[config.mk]
export PLATFORM = sky130hd
export DESIGN_NAME = branch_dir_pred_flat
export DESIGN_NICKNAME = d
export VERILOG_FILES = /design/src/rtl/branch_dir_pred_if.sv /design/src/rtl/branch_dir_pred.sv /design/src/flat_wrapper.sv
export SDC_FILE = /design/constraint.sdc
export NUM_CORES = 2
export LEC_CHECK = 0
export CORE_AREA = 2 2 522 524
export CTS_BUF_LIST = sky130_fd_sc_hd__clkbuf_16
export CTS_CLUSTER_DIAMETER = 100
export DETAILED_ROUTE_END_ITERATION = 8
export DIE_AREA = 0 0 524 526
export PLACE_DENSITY_LB_ADDON = 0.3
export SYNTH_ARGS = -nofsm -noshare
export SYNTH_HDL_FRONTEND = slang
export SYNTH_SLANG_ARGS = --single-unit
[constraint.sdc]
create_clock -name clk -period 31 [get_ports clk]
set_input_delay 6.2 -clock clk [delete_from_list [all_inputs] [get_ports clk]]
set_output_delay 6.2 -clock clk [all_outputs]
set_load 0.02 [all_outputs]
[src/rtl/branch_dir_pred_if.sv]
// Fetch/resolve-side bundle for the branch direction predictor.
// master = pipeline driving fetch PC, BTB target and resolved outcomes; slave = predictor.
interface branch_dir_pred_if;
    logic [31:0] pc_out;
    logic [31:0] btb_out;
    logic        update_en;
    logic [31:0] idex_pc_value;
    logic        br_taken;
    logic        ready;
    logic        predict_taken;
    logic [31:0] pred_pc;

    modport master (
        output pc_out,
        output btb_out,
        output update_en,
        output idex_pc_value,
        output br_taken,
        input  ready,
        input  predict_taken,
        input  pred_pc
    );

    modport slave (
        input  pc_out,
        input  btb_out,
        input  update_en,
        input  idex_pc_value,
        input  br_taken,
        output ready,
        output predict_taken,
        output pred_pc
    );
endinterface

[src/rtl/branch_dir_pred.sv]
// Bimodal 2-bit-counter direction predictor; 1-cycle read latency aligned with btb_out.
// No backpressure: table is swept to weak-NT after reset, updates ignored until ready.
module branch_dir_pred #(
    parameter int S_INDEX = 10
) (
    input  logic              clk,
    input  logic              rst_n,
    branch_dir_pred_if.slave  bus
);
    localparam int DEPTH = 1 << S_INDEX;
    localparam logic [S_INDEX-1:0] PTR_LAST = '1;
    localparam logic [S_INDEX-1:0] PTR_ONE  = S_INDEX'(1);
    localparam logic [1:0]         CTR_WNT  = 2'b01;

    typedef enum logic {ST_INIT, ST_RUN} state_t;

    state_t             state_q, state_d;
    logic [S_INDEX-1:0] ptr_q, ptr_d;
    logic [31:0]        pc_q;
    logic [1:0]         ctr_q;

    logic [1:0]         tbl [DEPTH];

    logic [S_INDEX-1:0] rd_idx;
    logic [S_INDEX-1:0] upd_idx;
    logic [S_INDEX-1:0] wr_idx;
    logic               wr_en;
    logic [1:0]         wr_val;
    logic [1:0]         upd_old;
    logic [1:0]         upd_new;
    logic [1:0]         rd_val;
    logic               unused_idex_hi;

    assign rd_idx         = bus.pc_out[S_INDEX-1:0];
    assign upd_idx        = bus.idex_pc_value[S_INDEX-1:0];
    assign upd_old        = tbl[upd_idx];
    assign unused_idex_hi = ^bus.idex_pc_value[31:S_INDEX];

    always_comb begin
        upd_new = upd_old;
        if (bus.br_taken) begin
            if (upd_old != 2'b11) upd_new = upd_old + 2'b01;
        end else begin
            if (upd_old != 2'b00) upd_new = upd_old - 2'b01;
        end
    end

    // Single write port shared by the init sweep and branch resolution.
    always_comb begin
        state_d = state_q;
        ptr_d   = ptr_q;
        wr_en   = 1'b0;
        wr_idx  = upd_idx;
        wr_val  = upd_new;
        case (state_q)
            ST_INIT: begin
                wr_en  = 1'b1;
                wr_idx = ptr_q;
                wr_val = CTR_WNT;
                ptr_d  = ptr_q + PTR_ONE;
                if (ptr_q == PTR_LAST) state_d = ST_RUN;
            end
            ST_RUN: begin
                wr_en = bus.update_en;
            end
            default: begin
                state_d = ST_INIT;
            end
        endcase
    end

    // Write-first: a same-cycle write to the read index is what gets captured.
    // Also covers the last sweep entry, so ctr_q is never stale when ready rises.
    assign rd_val = (wr_en && (wr_idx == rd_idx)) ? wr_val : tbl[rd_idx];

    always_ff @(posedge clk) begin
        if (wr_en) tbl[wr_idx] <= wr_val;
    end

    always_ff @(posedge clk or negedge rst_n) begin
        if (!rst_n) begin
            state_q <= ST_INIT;
            ptr_q   <= '0;
            pc_q    <= '0;
            ctr_q   <= '0;
        end else begin
            state_q <= state_d;
            ptr_q   <= ptr_d;
            pc_q    <= bus.pc_out;
            ctr_q   <= rd_val;
        end
    end

    assign bus.ready         = (state_q == ST_RUN);
    assign bus.predict_taken = bus.ready & ctr_q[1];
    assign bus.pred_pc       = bus.predict_taken ? bus.btb_out : (pc_q + 32'd4);

endmodule
[src/flat_wrapper.sv]
// flat-port wrapper written by rule: the top's interface ports become plain ports
module branch_dir_pred_flat 
#(
    parameter int S_INDEX = 10
)
  (clk, rst_n, bus_pc_out, bus_btb_out, bus_update_en, bus_idex_pc_value, bus_br_taken, bus_ready, bus_predict_taken, bus_pred_pc);
  branch_dir_pred_if bus_i ();
  input  logic clk;
  input  logic rst_n;
  input wire logic [$bits(bus_i.pc_out)-1:0] bus_pc_out;
  input wire logic [$bits(bus_i.btb_out)-1:0] bus_btb_out;
  input wire logic [$bits(bus_i.update_en)-1:0] bus_update_en;
  input wire logic [$bits(bus_i.idex_pc_value)-1:0] bus_idex_pc_value;
  input wire logic [$bits(bus_i.br_taken)-1:0] bus_br_taken;
  output wire logic [$bits(bus_i.ready)-1:0] bus_ready;
  output wire logic [$bits(bus_i.predict_taken)-1:0] bus_predict_taken;
  output wire logic [$bits(bus_i.pred_pc)-1:0] bus_pred_pc;
  assign bus_i.pc_out = bus_pc_out;
  assign bus_i.btb_out = bus_btb_out;
  assign bus_i.update_en = bus_update_en;
  assign bus_i.idex_pc_value = bus_idex_pc_value;
  assign bus_i.br_taken = bus_br_taken;
  assign bus_ready = bus_i.ready;
  assign bus_predict_taken = bus_i.predict_taken;
  assign bus_pred_pc = bus_i.pred_pc;
  branch_dir_pred #(.S_INDEX(S_INDEX)) u_core (.clk(clk), .rst_n(rst_n), .bus(bus_i));
endmodule
Word-level counts from Yosys, hierarchy flattened
Memories as Yosys holds them, arrays and structs flattened. A register that Yosys moved wholly into a read port is not among the register bits.
Cells that the tools add are included.
W data, S select, Z words.
{"block": "totals", "ff_bits": 43, "ram_bits": 2048, "in_bits": 100, "output_inout_bits": 34, "n_memories": 1}
{"block": "op_classes", "n_addsub": 4, "n_eq_ne": 2, "n_mux": 11, "bitwise_logic": 2, "n_reduce_logical": 2}
{"memory": "u_core.tbl", "words": 1024, "word_bits": 2, "rd": 2, "rd_clocked_by_memory_dff": 1, "wr": 1, "line_no": "branch_dir_pred.sv:22", "source": "logic [1:0] tbl [DEPTH];"}
{"cell": "$add A32 B3 Y32 const B", "n": 1}
{"cell": "$mux W32", "n": 1}
{"cell": "$add A10 B1 Y10 const B", "n": 1}
{"cell": "$eq A10 B10 Y1 const B", "n": 1}
{"cell": "$mux W10", "n": 1}
{"cell": "$mux W2", "n": 4}
{"cell": "$mux W1", "n": 4}
{"cell": "$add A2 B1 Y2 const B", "n": 1}
{"cell": "$ne A2 B2 Y1 const B", "n": 1}
{"cell": "$pmux W1 S2", "n": 1}
{"cell": "$reduce_bool A2 Y1", "n": 1}
{"cell": "$sub A2 B1 Y2 const B", "n": 1}
{"cell": "$and A1 B1 Y1", "n": 1}
{"cell": "$logic_not A1 Y1", "n": 1}
{"cell": "$not A1 Y1", "n": 1}

Longest topological paths before layout
An unclocked memory read counts as a cell.
{"block": "depth", "depth_word": 5, "mapped_depth": 16, "depth_no_buf": 10}

Least setup slack after synthesis
Ideal clock, no wire load.
{"block": "synth_path", "kind": "input port to flip-flop", "startpoint": "input bus_idex_pc_value[1]", "endpoint": "memory u_core.tbl[0][0], data pin", "setup_ns": 5.205, "arrival_ns": 33.385, "t_required_ns": 25.795, "path_slack_ns": -7.590, "cell_stages": 13, "path_cell_list": "buf_4 buf_6 buf_2 buf_2 mux4_2 mux4_2 nor3_1 nor3_1 o2111ai_1 nand4_1 nor2_1 a21boi_1 o21ai_1"}
{"block": "synth_via", "elab_chain_len": 5, "elab_cells_between_ends": 9}
{"element": "from (decl)", "line_no": "flat_wrapper.sv:13", "source": "input wire logic [$bits(bus_i.idex_pc_value)-1:0] bus_idex_pc_value;"}
{"element": "$mem_v2 Z1024 W2 (*)"}
{"element": "$sub A2 B1 Y2 (tied with other cells)", "line_no": "branch_dir_pred.sv:44", "source": "if (upd_old != 2'b00) upd_new = upd_old - 2'b01;"}
{"element": "$mux W2 (on tied branches)", "line_no": "branch_dir_pred.sv:44, branch_dir_pred.sv:42"}
{"element": "$mux W2 (*)", "line_no": "branch_dir_pred.sv:41", "source": "if (bus.br_taken) begin"}
{"element": "$mux W2 (*)", "line_no": "branch_dir_pred.sv:55", "source": "case (state_q)"}
{"element": "via u_core.wr_val[0]", "line_no": "branch_dir_pred.sv:28", "source": "logic [1:0] wr_val;"}
{"element": "to (decl)", "line_no": "branch_dir_pred.sv:22"}
The timed path passes the listed nets; every way through them passes the cells marked *.

Worst setup path after layout
{"block": "layout_path", "startpoint": "input bus_idex_pc_value[0]", "endpoint": "memory u_core.tbl[959][1], data pin"}
Same word-level chain as after synthesis.

==> summary.md <==
| Metric | Value |
|---|---|
| Clock Tree Buf Depth | `3` |
| Crit-path max cell delay | `1.00 ns` |
| Setup Buffers After CTS | `0` |
| Final setup skew | `0.0423 ns` |
| Hold Path Sink | `u_core.ptr_q[9]` |
| Total CTS buffers | `214` |
| Die area | `276,000 µm²` |
| Root Buffer | `clkbuf_16` |
| GRT overflow | `0` |
| Critical Path End Type | `flip-flop` |
| Mean Syn Cell Area | `16.7 µm²` |
| Area fraction in and, or, nand and nor cells after synthesis | `6.77%` |
| Status | `complete, no violations` |
| Vias in the first global route | `56,130` |
| CP max-delay cell | `o21ai_0` |
| Hold buffer count at cts | `0` |
| Total iterations of the first detailed-routing run | `7` |
| Yosys reg bits | `2,092` |
| Mux cell area share after synthesis | `20.2%` |
| Compound-Gate Fraction of Synth Area | `3.62%` |
| Routed vias | `57,236` |
| Hold Path Depth | `1` |
| Arrival @ worst endpoint | `15.67 ns` |
| Number of gates resized after CTS | `0` |
| Nature of the critical path startpoint | `input port` |
| Yosys warns | `0` |
| CP top delay family | `buffers and inverters` |
| Fmax achieved | `65.9 MHz` |
| Share of cells above drive strength 1 | `23.2%` |
| Top post-synthesis cells by area | `edfxtp_1, mux4_2, nor2_1` |
| Synth Area in Adders | `0.0266%` |
| Ports | `134` |
| Post-synth EDFFs | `2,048` |
| Post-route minimum period | `15.16 ns` |
| Finished Cell Area | `106,000 µm²` |
| Fillers | `24,413` |
| Max FO, Critical Path | `239` |
| Pin count of the biggest net entering global routing | `284` |
| First-pass GRT wire length | `442,000 µm` |
| R2r setup slk | `23.86 ns` |
| Design Power | `5.93 mW` |
| Worst reg2reg startpoint | `u_core.tbl[153][1]` |
| R2R depth | `14` |
| FP Rows | `191` |
| Avg Vias per Cell | `6.09` |
| Synth Cell Area | `94,200 µm²` |
| RSZ-0062 raised after global routing | `no` |
| Hold_sp | `u_core.ptr_q[9]` |
| Yosys cell types | `74` |
| Fin Setup TNS | `0 ns` |
| Final-report max-slew violation count | `0` |
| Syn_nets | `5,745` |
| Maxcap violations | `0` |
| Clk pin slew, worst setup/hold paths | `0.06 ns` |
| Most used cell, CP | `buf_4` |
| Count of final setup violators | `0` |
| Worst Max-Slew Pin Slew | `1.39 ns` |
| All-layer global routing usage | `22.8%` |
| Most frequent cell after synthesis | `edfxtp_1` |
| Routability Congestion | `0.903` |
| P&R area growth vs syn | `12.7%` |
| Worst hold slack | `0.537 ns` |
| VDD IR-drop max | `0.0650 mV` |
| Final Util | `39.3%` |
| Starting density of the core | `34.9%` |
| Top cells by instance count after synthesis | `edfxtp_1, nor2_1, mux4_2` |
| Detail Placement HPWL | `192,000 µm` |
| TritonCTS clock tree | `built` |
| X dimension of the die | `524 µm` |
| Wire length per cell | `34.0 µm` |
| Placed Area | `99,100 µm²` |
| Syn Inst Count | `5,643` |
| Critical path class | `in -> reg` |
| Min-Delay Path Class | `reg -> reg` |
| Reg2reg end | `u_core.tbl[959][1]` |
| Placeable Area | `270,000 µm²` |
| Synth area leader | `edfxtp_1` |
| Fin. Hold Viols | `0` |
| Xor-xnor portion of the synthesized cell area | `0.446%` |
| H-tree levels | `4` |
| Crit-path cells | `buf_8, buf_4, buf_4, buf_4, mux4_2, mux2i_1, nand2_1, a21oi_1, o21ai_0, buf_4, o311ai_1, a32oi_1, a211oi_2, nor2_1, o21a_4, buf_4, buf_12, buf_4` |
| Asr flop ratio synth | `2.10%` |
| Total Wirelength | `320,000 µm` |
| Yosys top cell area share | `65.3%` |
| ANT nets after route | `0` |
| Initial DRC Count | `8,185` |
| Synth Flop Type | `edfxtp_1` |
| Tcrit/Tclk final | `48.9%` |
| Fin nets | `5,749` |
| DRC viols | `0` |
| Port bufs | `111` |
| Clock sink count | `2,092` |
| Leak | `31.7 nW` |
| Buffers plus inverters on the worst setup path | `8` |
| Worst-Skew Late Latency | `0.90 ns` |
| Worst slew margin | `7.05%` |
| Pwr/cell area | `55.9 nW/µm²` |
| Seq/Total Area, Yosys | `66.5%` |
| Worst Path Required | `31.51 ns` |
| Die height | `526 µm` |
| Main combinational cell family by area after synthesis | `multiplexers` |
| Initial antenna violation count | `19` |
layout make-up:
cell class,count,area [µm²],area share [%]
Sequential cell,2092,62600,59.0
Clock inverter,183,1550,1.46
Timing Repair Buffer,284,2460,2.32
Tap cell,3570,4470,4.21
Inverter,12,46.3,0.0436
Multi-Input combinational cell,3043,29600,27.8
Clock buffer,218,5460,5.14
Antenna cell,3,7.51,0.00707
stage by stage:
step / setup slack (ns) / cells
2_1_floorplan: 4.97 / 5643
3_3_place_gp: 15.07 / 9001
3_5_place_dp: 14.98 / 9001
4_1_cts: 15.85 / 9402
5_1_grt: 15.11 / 9405
6_report: 15.84 / 9405
sequential cells by signal (all words and copies together) (netlist names):
signal / count
u_core.ctr_q: 1
u_core.bus.ready: 1
u_core.tbl: 2048
u_core.pc_q: 32
u_core.ptr_q: 10
kinds of logic after synthesis:
kind of cell | Yosys count
xor+xnor | 48
simple gates | 1541
mux | 973
buf+inv | 508
flops | 2092
compound gates | 479
fa+ha+maj | 2
routing by layer:
metal	share of wire (%)	global-route usage [%]	vias to the layer above
li1	-	-	22577
met1	39	31.0	30566
met2	46	34.7	3455
met3	11	5.10	628
met4	5.0	10.3	10
met5	0.027	0	-
cells in the final DEF, fill, tap and decap left out, types with 31 or more instances in the layout:
cell type / Yosys / layout
buf_4: 47 / 172
dfrtp_1: 44 / 43
clkinv_1: 3 / 51
a21oi_1: 69 / 69
mux2_2: 52 / 52
nand3_1: 58 / 49
nand2_1: 194 / 174
a22oi_1: 108 / 108
inv_1: 9 / 48
nor2_1: 1086 / 1082
clkbuf_16: 0 / 218
a211oi_1: 33 / 31
o21ai_0: 54 / 54
clkinv_2: 0 / 45
clkdlybuf4s50_1: 0 / 100
nor3_1: 37 / 37
mux2i_1: 187 / 187
edfxtp_1: 2048 / 2048
mux4_2: 734 / 734
o221ai_1: 46 / 46
o22ai_1: 31 / 31
power by group:
part / total [mW] / internal, mW / switching [mW]
logic: 0.262 / 0.0834 / 0.178
registers: 3.06 / 3.06 / 0.00196
clock network: 2.61 / 1.48 / 1.13
total: 5.93 / 4.62 / 1.31
worst max-delay path by stage:
stage / start / to / slack, ns / cells after the start
6_report: bus_idex_pc_value[0] / u_core.tbl[959][1] / 15.84 / 18
5_1_grt: bus_idex_pc_value[0] / u_core.tbl[959][1] / 15.11 / 18
2_1_floorplan: bus_idex_pc_value[1] / u_core.tbl[0][0] / 4.97 / 13
4_1_cts: bus_idex_pc_value[0] / u_core.tbl[926][1] / 15.85 / 18
3_3_place_gp: bus_idex_pc_value[0] / u_core.tbl[404][1] / 15.07 / 18
3_5_place_dp: bus_idex_pc_value[0] / u_core.tbl[930][1] / 14.98 / 18
Power figures use the tool's default switching activity.
